[src/rtl/nes_controller_responder_if.sv]
// Host-facing signals of the NES controller responder: button inputs,
// the host's latch/pulse lines and the serial reply with its status strobes.
interface nes_controller_responder_if;
  logic [7:0] buttons_in;
  logic       latch_in;
  logic       pulse_in;
  logic       data_out;
  logic       frame_done;
  logic       busy;

  modport slave (
    input  buttons_in,
    input  latch_in,
    input  pulse_in,
    output data_out,
    output frame_done,
    output busy
  );

  modport master (
    output buttons_in,
    output latch_in,
    output pulse_in,
    input  data_out,
    input  frame_done,
    input  busy
  );
endinterface

[src/rtl/nes_controller_responder.sv]
// Emulates an NES pad's 4021 shift register: latch captures the buttons,
// host pulses shift them out active-low, LSB (A) first.
//
// state | meaning
// IDLE  | waiting for a latch, data_out held high
// LOAD  | latch high, buttons reloaded every cycle
// SHIFT | frame in progress, one bit per host pulse edge
// DONE  | all 8 bits sent, data_out low until the next latch
module nes_controller_responder #(
  parameter int LATCH_MIN_CYCLES = 4,
  parameter int TIMEOUT_CYCLES   = 400000
) (
  input logic                     clk,
  input logic                     reset,
  nes_controller_responder_if.slave bus
);

  localparam int LCW = $clog2(LATCH_MIN_CYCLES + 1);
  localparam int TW  = $clog2(TIMEOUT_CYCLES + 1);
  localparam logic [LCW-1:0] LATCH_MIN = LCW'(LATCH_MIN_CYCLES);
  localparam logic [TW-1:0]  TMO_LAST  = TW'(TIMEOUT_CYCLES - 1);

  typedef enum logic [1:0] {
    IDLE  = 2'd0,
    LOAD  = 2'd1,
    SHIFT = 2'd2,
    DONE  = 2'd3
  } state_t;

  state_t         state;
  logic [7:0]     shreg;
  logic [3:0]     bit_cnt;
  logic [LCW-1:0] latch_cnt;
  logic [TW-1:0]  tmo_cnt;

  logic latch_s1, latch_s2, latch_s3;
  logic pulse_s1, pulse_s2, pulse_s3;
  logic latch_high, latch_fell, pulse_rise;

  always_ff @(posedge clk) begin
    if (reset) begin
      latch_s1 <= 1'b0;
      latch_s2 <= 1'b0;
      latch_s3 <= 1'b0;
      pulse_s1 <= 1'b0;
      pulse_s2 <= 1'b0;
      pulse_s3 <= 1'b0;
    end else begin
      latch_s1 <= bus.latch_in;
      latch_s2 <= latch_s1;
      latch_s3 <= latch_s2;
      pulse_s1 <= bus.pulse_in;
      pulse_s2 <= pulse_s1;
      pulse_s3 <= pulse_s2;
    end
  end

  assign latch_high = latch_s2;
  assign latch_fell = latch_s3 & ~latch_s2;
  assign pulse_rise = pulse_s2 & ~pulse_s3;

  always_ff @(posedge clk) begin
    if (reset) begin
      state          <= IDLE;
      shreg          <= 8'h00;
      bit_cnt        <= 4'd0;
      latch_cnt      <= '0;
      tmo_cnt        <= '0;
      bus.data_out   <= 1'b1;
      bus.frame_done <= 1'b0;
      bus.busy       <= 1'b0;
    end else begin
      bus.frame_done <= 1'b0;
      // Latch has priority in every state, including over a same-cycle pulse edge.
      if (latch_high) begin
        state        <= LOAD;
        bus.busy     <= 1'b1;
        shreg        <= ~bus.buttons_in;
        bus.data_out <= ~bus.buttons_in[0];
        if (state != LOAD)
          latch_cnt <= LCW'(1);
        else if (latch_cnt != LATCH_MIN)
          latch_cnt <= latch_cnt + LCW'(1);
      end else begin
        case (state)
          LOAD: begin
            if (latch_fell) begin
              if (latch_cnt >= LATCH_MIN) begin
                state   <= SHIFT;
                bit_cnt <= 4'd0;
                tmo_cnt <= '0;
              end else begin
                state        <= IDLE;
                bus.data_out <= 1'b1;
                bus.busy     <= 1'b0;
              end
            end
          end
          SHIFT: begin
            if (pulse_rise) begin
              shreg        <= {1'b0, shreg[7:1]};
              bus.data_out <= shreg[1];
              bit_cnt      <= bit_cnt + 4'd1;
              tmo_cnt      <= '0;
              if (bit_cnt == 4'd7) begin
                state          <= DONE;
                bus.data_out   <= 1'b0;
                bus.frame_done <= 1'b1;
                bus.busy       <= 1'b0;
              end
            end else if (tmo_cnt == TMO_LAST) begin
              state        <= IDLE;
              bus.data_out <= 1'b1;
              bus.busy     <= 1'b0;
            end else begin
              tmo_cnt <= tmo_cnt + TW'(1);
            end
          end
          default: ;
        endcase
      end
    end
  end

endmodule
[src/flat_wrapper.sv]
// flat-port wrapper written by rule: the top's interface ports become plain ports
module nes_controller_responder_flat 
#(
  parameter int LATCH_MIN_CYCLES = 4,
  parameter int TIMEOUT_CYCLES   = 400000
)
  (clk, reset, bus_buttons_in, bus_latch_in, bus_pulse_in, bus_data_out, bus_frame_done, bus_busy);
  nes_controller_responder_if bus_i ();
  input logic clk;
  input logic reset;
  input wire logic [$bits(bus_i.buttons_in)-1:0] bus_buttons_in;
  input wire logic [$bits(bus_i.latch_in)-1:0] bus_latch_in;
  input wire logic [$bits(bus_i.pulse_in)-1:0] bus_pulse_in;
  output wire logic [$bits(bus_i.data_out)-1:0] bus_data_out;
  output wire logic [$bits(bus_i.frame_done)-1:0] bus_frame_done;
  output wire logic [$bits(bus_i.busy)-1:0] bus_busy;
  assign bus_i.buttons_in = bus_buttons_in;
  assign bus_i.latch_in = bus_latch_in;
  assign bus_i.pulse_in = bus_pulse_in;
  assign bus_data_out = bus_i.data_out;
  assign bus_frame_done = bus_i.frame_done;
  assign bus_busy = bus_i.busy;
  nes_controller_responder #(.LATCH_MIN_CYCLES(LATCH_MIN_CYCLES), .TIMEOUT_CYCLES(TIMEOUT_CYCLES)) u_core (.clk(clk), .reset(reset), .bus(bus_i));
endmodule
[config.mk]
export PLATFORM = sky130hd
export DESIGN_NAME = nes_controller_responder_flat
export DESIGN_NICKNAME = d
export VERILOG_FILES = /design/src/rtl/nes_controller_responder_if.sv /design/src/rtl/nes_controller_responder.sv /design/src/flat_wrapper.sv
export SDC_FILE = /design/constraint.sdc
export NUM_CORES = 1
export LEC_CHECK = 0
export BUFFER_PORTS_ARGS = -buffer_cell sky130_fd_sc_hd__buf_4
export CORE_MARGIN = 5
export CORE_UTILIZATION = 48
export CTS_CLUSTER_SIZE = 25
export DETAILED_ROUTE_END_ITERATION = 7
export PLACE_DENSITY = 0.66
export REMOVE_ABC_BUFFERS = 1
export SKIP_LAST_GASP = 1
export SYNTH_ARGS = -nofsm -noshare
export SYNTH_HDL_FRONTEND = slang
export SYNTH_SLANG_ARGS = --single-unit
[constraint.sdc]
create_clock -name clk -period 3.9 [get_ports clk]
set_clock_uncertainty 0.1 [all_clocks]
set_input_delay 0.195 -clock clk [delete_from_list [all_inputs] [get_ports clk]]
set_output_delay 0.195 -clock clk [all_outputs]
set_load 0.03 [all_outputs]
Word-level counts from Yosys, hierarchy flattened:

Index checks and enable logic that the tools add are counted.

* memory bits (writable): 0
* bits in latches: 0
* memories kept: 0
* output and inout port bits: 3
* flip-flop bits (word level): 45
* bits in read-only memories: 0

* muxes and demuxes: 36
* divide/modulo/power cells: 0
* add/sub/neg operators: 3
* bitwise logic cells: 8
* shift operators: 0
* multiply operators: 0
* $lt $le $gt $ge: 1
* eq/ne operators: 16
* reductions and logical operators: 15

Operator list (count)
* $mux 19: 4
* $pmux 19 s2: 1
* $mux 8: 3
* $add 19x1->19 const B: 1
* $eq 19x19->1 const B: 1
* $reduce_and 5->1: 3
* $mux 1: 14
* $mux 4: 3
* $reduce_and 4->1: 3
* $mux 2: 5
* $ne 2x1->1 const B: 4
* $not 8->8: 1
* $pmux 4 s2: 1
* $reduce_bool 2->1: 4
* $mux 3: 2
* $ne 3x1->1 const B: 2
* $ne 3x2->1 const B: 2
* $ne 3x3->1 const B: 2
* $not 1->1: 5
* $add 4x1->4 const B: 1
* $eq 4x3->1 const B: 1
* $ne 4x1->1 const B: 1
* $ne 4x3->1 const B: 1
* $pmux 1 s2: 2
* 10 further kinds: 12

Longest topological paths before layout:

* depth after elaboration: 5
* depth in mapped cells: 8
* depth with buffers taken out: 7

Worst setup path after synthesis:

Ideal clock, no wire load.

* kind: register to register
* from: register u_core.state[0]
* to: register u_core.tmo_cnt[11]
* path slack: 1.848 ns
* cell stages (with the launch flop): 8
* data arrival time: 1.882 ns
* required time: 3.729 ns
* setup time: 0.071 ns
* path through: dfxtp_1 > inv_1 > ha_1 > or2_4 > nor3_4 > o31ai_4 > or4_1 > a21oi_1

* word-level cells in the longest chain between the ends: 3

Ends and longest elaborated chain
* start: declaration: line nes_controller_responder.sv:30 `state_t state;`
* start signal: assignment: line nes_controller_responder.sv:64 `state <= IDLE;`
* start signal: assignment: line nes_controller_responder.sv:76 `state <= LOAD;`
* start signal: assignment: line nes_controller_responder.sv:89 `state <= SHIFT;`
* $eq 2x2->1 / $eq 2x1->1 (equally long branches): line nes_controller_responder.sv:85 `case (state)`
* $ne 3x2->1 (no line) (tied with other cells)
* $reduce_and 5->1 (no line)
* end signal: assignment: line nes_controller_responder.sv:116 `tmo_cnt <= tmo_cnt + TW'(1);`
* end: declaration: line nes_controller_responder.sv:34 `logic [TW-1:0] tmo_cnt;`

Parallel ways exist; a longest one is shown, timed or not.
A chain may end at the register's enable or synchronous reset.

Worst setup path after layout:

* from: register u_core.state[0]
* to: register u_core.tmo_cnt[17]

Same word-level chain as after synthesis.

==> results.md <==
- Final Instance Area: around 2500 µm²
- Remaining Overflow, GRT: 0
- Number of routed nets with antenna violations: 0
- TritonCTS clock tree: built
- Die width: 78 µm
- Endpoint class of the critical path: register
- Clock Path Buffers: 2
- First-pass GRT wire length: 7710 µm
- Slew margin rel.: between 50% and 60%
- Placed Area: 2360 µm²
- Leak: 0.849 nW
- Die area: 6080 µm²
- Minimum clock period: ~2400 ps
- Final hold viol count: 0
- CTS Buf Count: 5
- Maximum level of the CTS H-tree: 2
- CP max FO: 15
- Ant. Diodes: 0
- Ys async rst share: 0%
- Post-synth EDFFs: 0
- CP required: 3980 ps
- Post-Route WL: 4650 µm
- Library cells used by synthesis: 55
- Hold WS: 29.2 ps
- Post-cts sizing count: 0
- Fill cell count: 397
- Initial DRC count: around 150
- Initial antenna violation count: 0
- #FFs+latches synth: 44
- Total number of vias: 1887
- Top Ports: 15
- Number of detailed-route iterations in the first pass: 4
- Die height: 78 µm
- Synth Flop Type: dfxtp_1
- Vias per std cell: approximately 5.8
- Commonest non-fill, non-tap cell in the layout: dfxtp_1
- Synth area leader: dfxtp_1
- CP arrival: 2460 ps
- Post-route DRC: 0
- Num rows: 24
- Starting Density: 50.3%
- Final setup vio count: 0
- MaxCap Viol Count: 0
- Yosys warning count: 0
- Top post-synthesis cells by area: dfxtp_1, a21oi_1, a211oi_1, nor2_1, nand2_1
- Avg Inst Size Synth: 8.77 µm²
- Worst hold path type: input pin to register
- Largest net degree at the start of global routing: 32
- Fin Setup TNS: 0 ps
- Vias in the first global route: 1692
- Post-synth top area share: between 30% and 40%
- Status: completed
- Post-Syn Area: 2220 µm²
- P&R area growth vs syn: 13.4%
- FMAX: around 420 MHz
- Cell Pwr Density: around 360 nW/µm²
- RSZ-0062 raised after global routing: no
- Final Slew Violations: 0
- Sequential share of the synthesized area: 39.7%
- Most frequent cells in the layout: dfxtp_1, a21oi_1, nor2_1
- # clock sinks: between 40 and 50
- VDD IR max: 201 µV
- Mapped Cells: 253
- Clk_lat worst skew: 300 ps
- Core ar.: 4410 µm²
- GRT Total Usage: 15.3%
- Port Buffers: 14
- Crit path kind: register to register
- DR WL/cell: between 10 and 15 µm
- Clock slew at the register clock pins of the worst setup and hold paths: roughly 80 ps
- Gp weighted congestion: around 0.85
- DP HPWL: ~3100 µm
- Period utilization: approximately 60%
- Layout Nets: 290
- Layout cells sized above 1: a little over an eighth
- Critical path launch point type: register
- Root Driver: clkbuf_8
- Slew @ Worst Pin: 685 ps
[registers in the layout, summed over array words and instances, names as in the netlist]
register,flops
u_core.bit_cnt,4
u_core.bus.busy,1
u_core.bus.data_out,1
u_core.bus.frame_done,1
u_core.latch_cnt,3
u_core.latch_high,1
u_core.latch_s1,1
u_core.latch_s3,1
u_core.pulse_s1,1
u_core.pulse_s2,1
u_core.pulse_s3,1
u_core.shreg,7
u_core.state,2
u_core.tmo_cnt,19
[worst max-delay path: stages, from the launching register on]
cell and delay, ps:
dfxtp_1 360, inv_1 50, ha_1 320, or2_4 270
nor2_2 400, a21o_1 510, or4_1 190, o21ai_1 60
[timing repair]
| item | CTS | global route |
|---|---|---|
| hold buffers | 7 | 0 |
| setup buffers | 0 | 0 |
| endpoints found under the hold margin | 7 | 0 |
[synthesized netlist by cell type, drive strengths merged (7+ instances only)]
master	n
a211oi	16
a21oi	25
clkbuf	7
dfxtp	44
inv	8
nand2	21
nand3	10
nor2	23
nor3	8
[per-layer routing]
metal	track usage, %	up-vias	routed length, µm
li1	-	968	-
met1	19.1	867	2120
met2	25.7	50	2260
met3	3.82	2	248
met4	5.07	0	26
met5	0	-	0
[cell families after synthesis]
logic type / after synthesis / synth area share, %
buffers and inverters: 18 / 3.16
adder cells (fa/ha/maj): 6 / 3.38
AO/OA/AOI/OAI: 72 / 23.2
multiplexers: 1 / 0.507
AND/OR/NAND/NOR: 105 / 27.3
XOR/XNOR: 7 / 2.76
flip-flops: 44 / 39.7
[through the flow]
step	setup slack, ps	power, mW	utilization, %	instances
floorplan	1730	0.567	-	243
detailed placement	1550	0.608	53.4	310
CTS	1530	0.907	57.0	325
finish	1520	0.894	57.0	325
global placement	1610	0.605	53.4	310
global route	1380	0.934	57.0	325
[worst paths after layout]
kind	cells after the start	to	startpoint	slack, ps
worst max-delay path	7	u_core.tmo_cnt[17]	u_core.state[0]	1520
worst min-delay path	2	u_core.latch_s1	bus_latch_in	30
worst max register to register	7	u_core.tmo_cnt[17]	u_core.state[0]	1520
worst min register to register	1	u_core.latch_high	u_core.latch_s1	340
[final cells by class]
class	count	area [µm²]	share of cell area [%]
sequential	44	881	35.0
clock buffer	8	90.1	3.58
tap	52	65.1	2.58
timing repair buffer	22	183	7.26
inverter	8	30.0	1.19
multi-input combinational	191	1270	50.4
[power breakdown]
part           total (mW)  switching (mW)  internal, mW
Combinational       0.138          0.0873        0.0503
Sequential          0.466         0.00608         0.460
Clock               0.290           0.146         0.145
Total               0.894           0.239         0.655
Note: power is estimated with default switching activity, not from simulation.
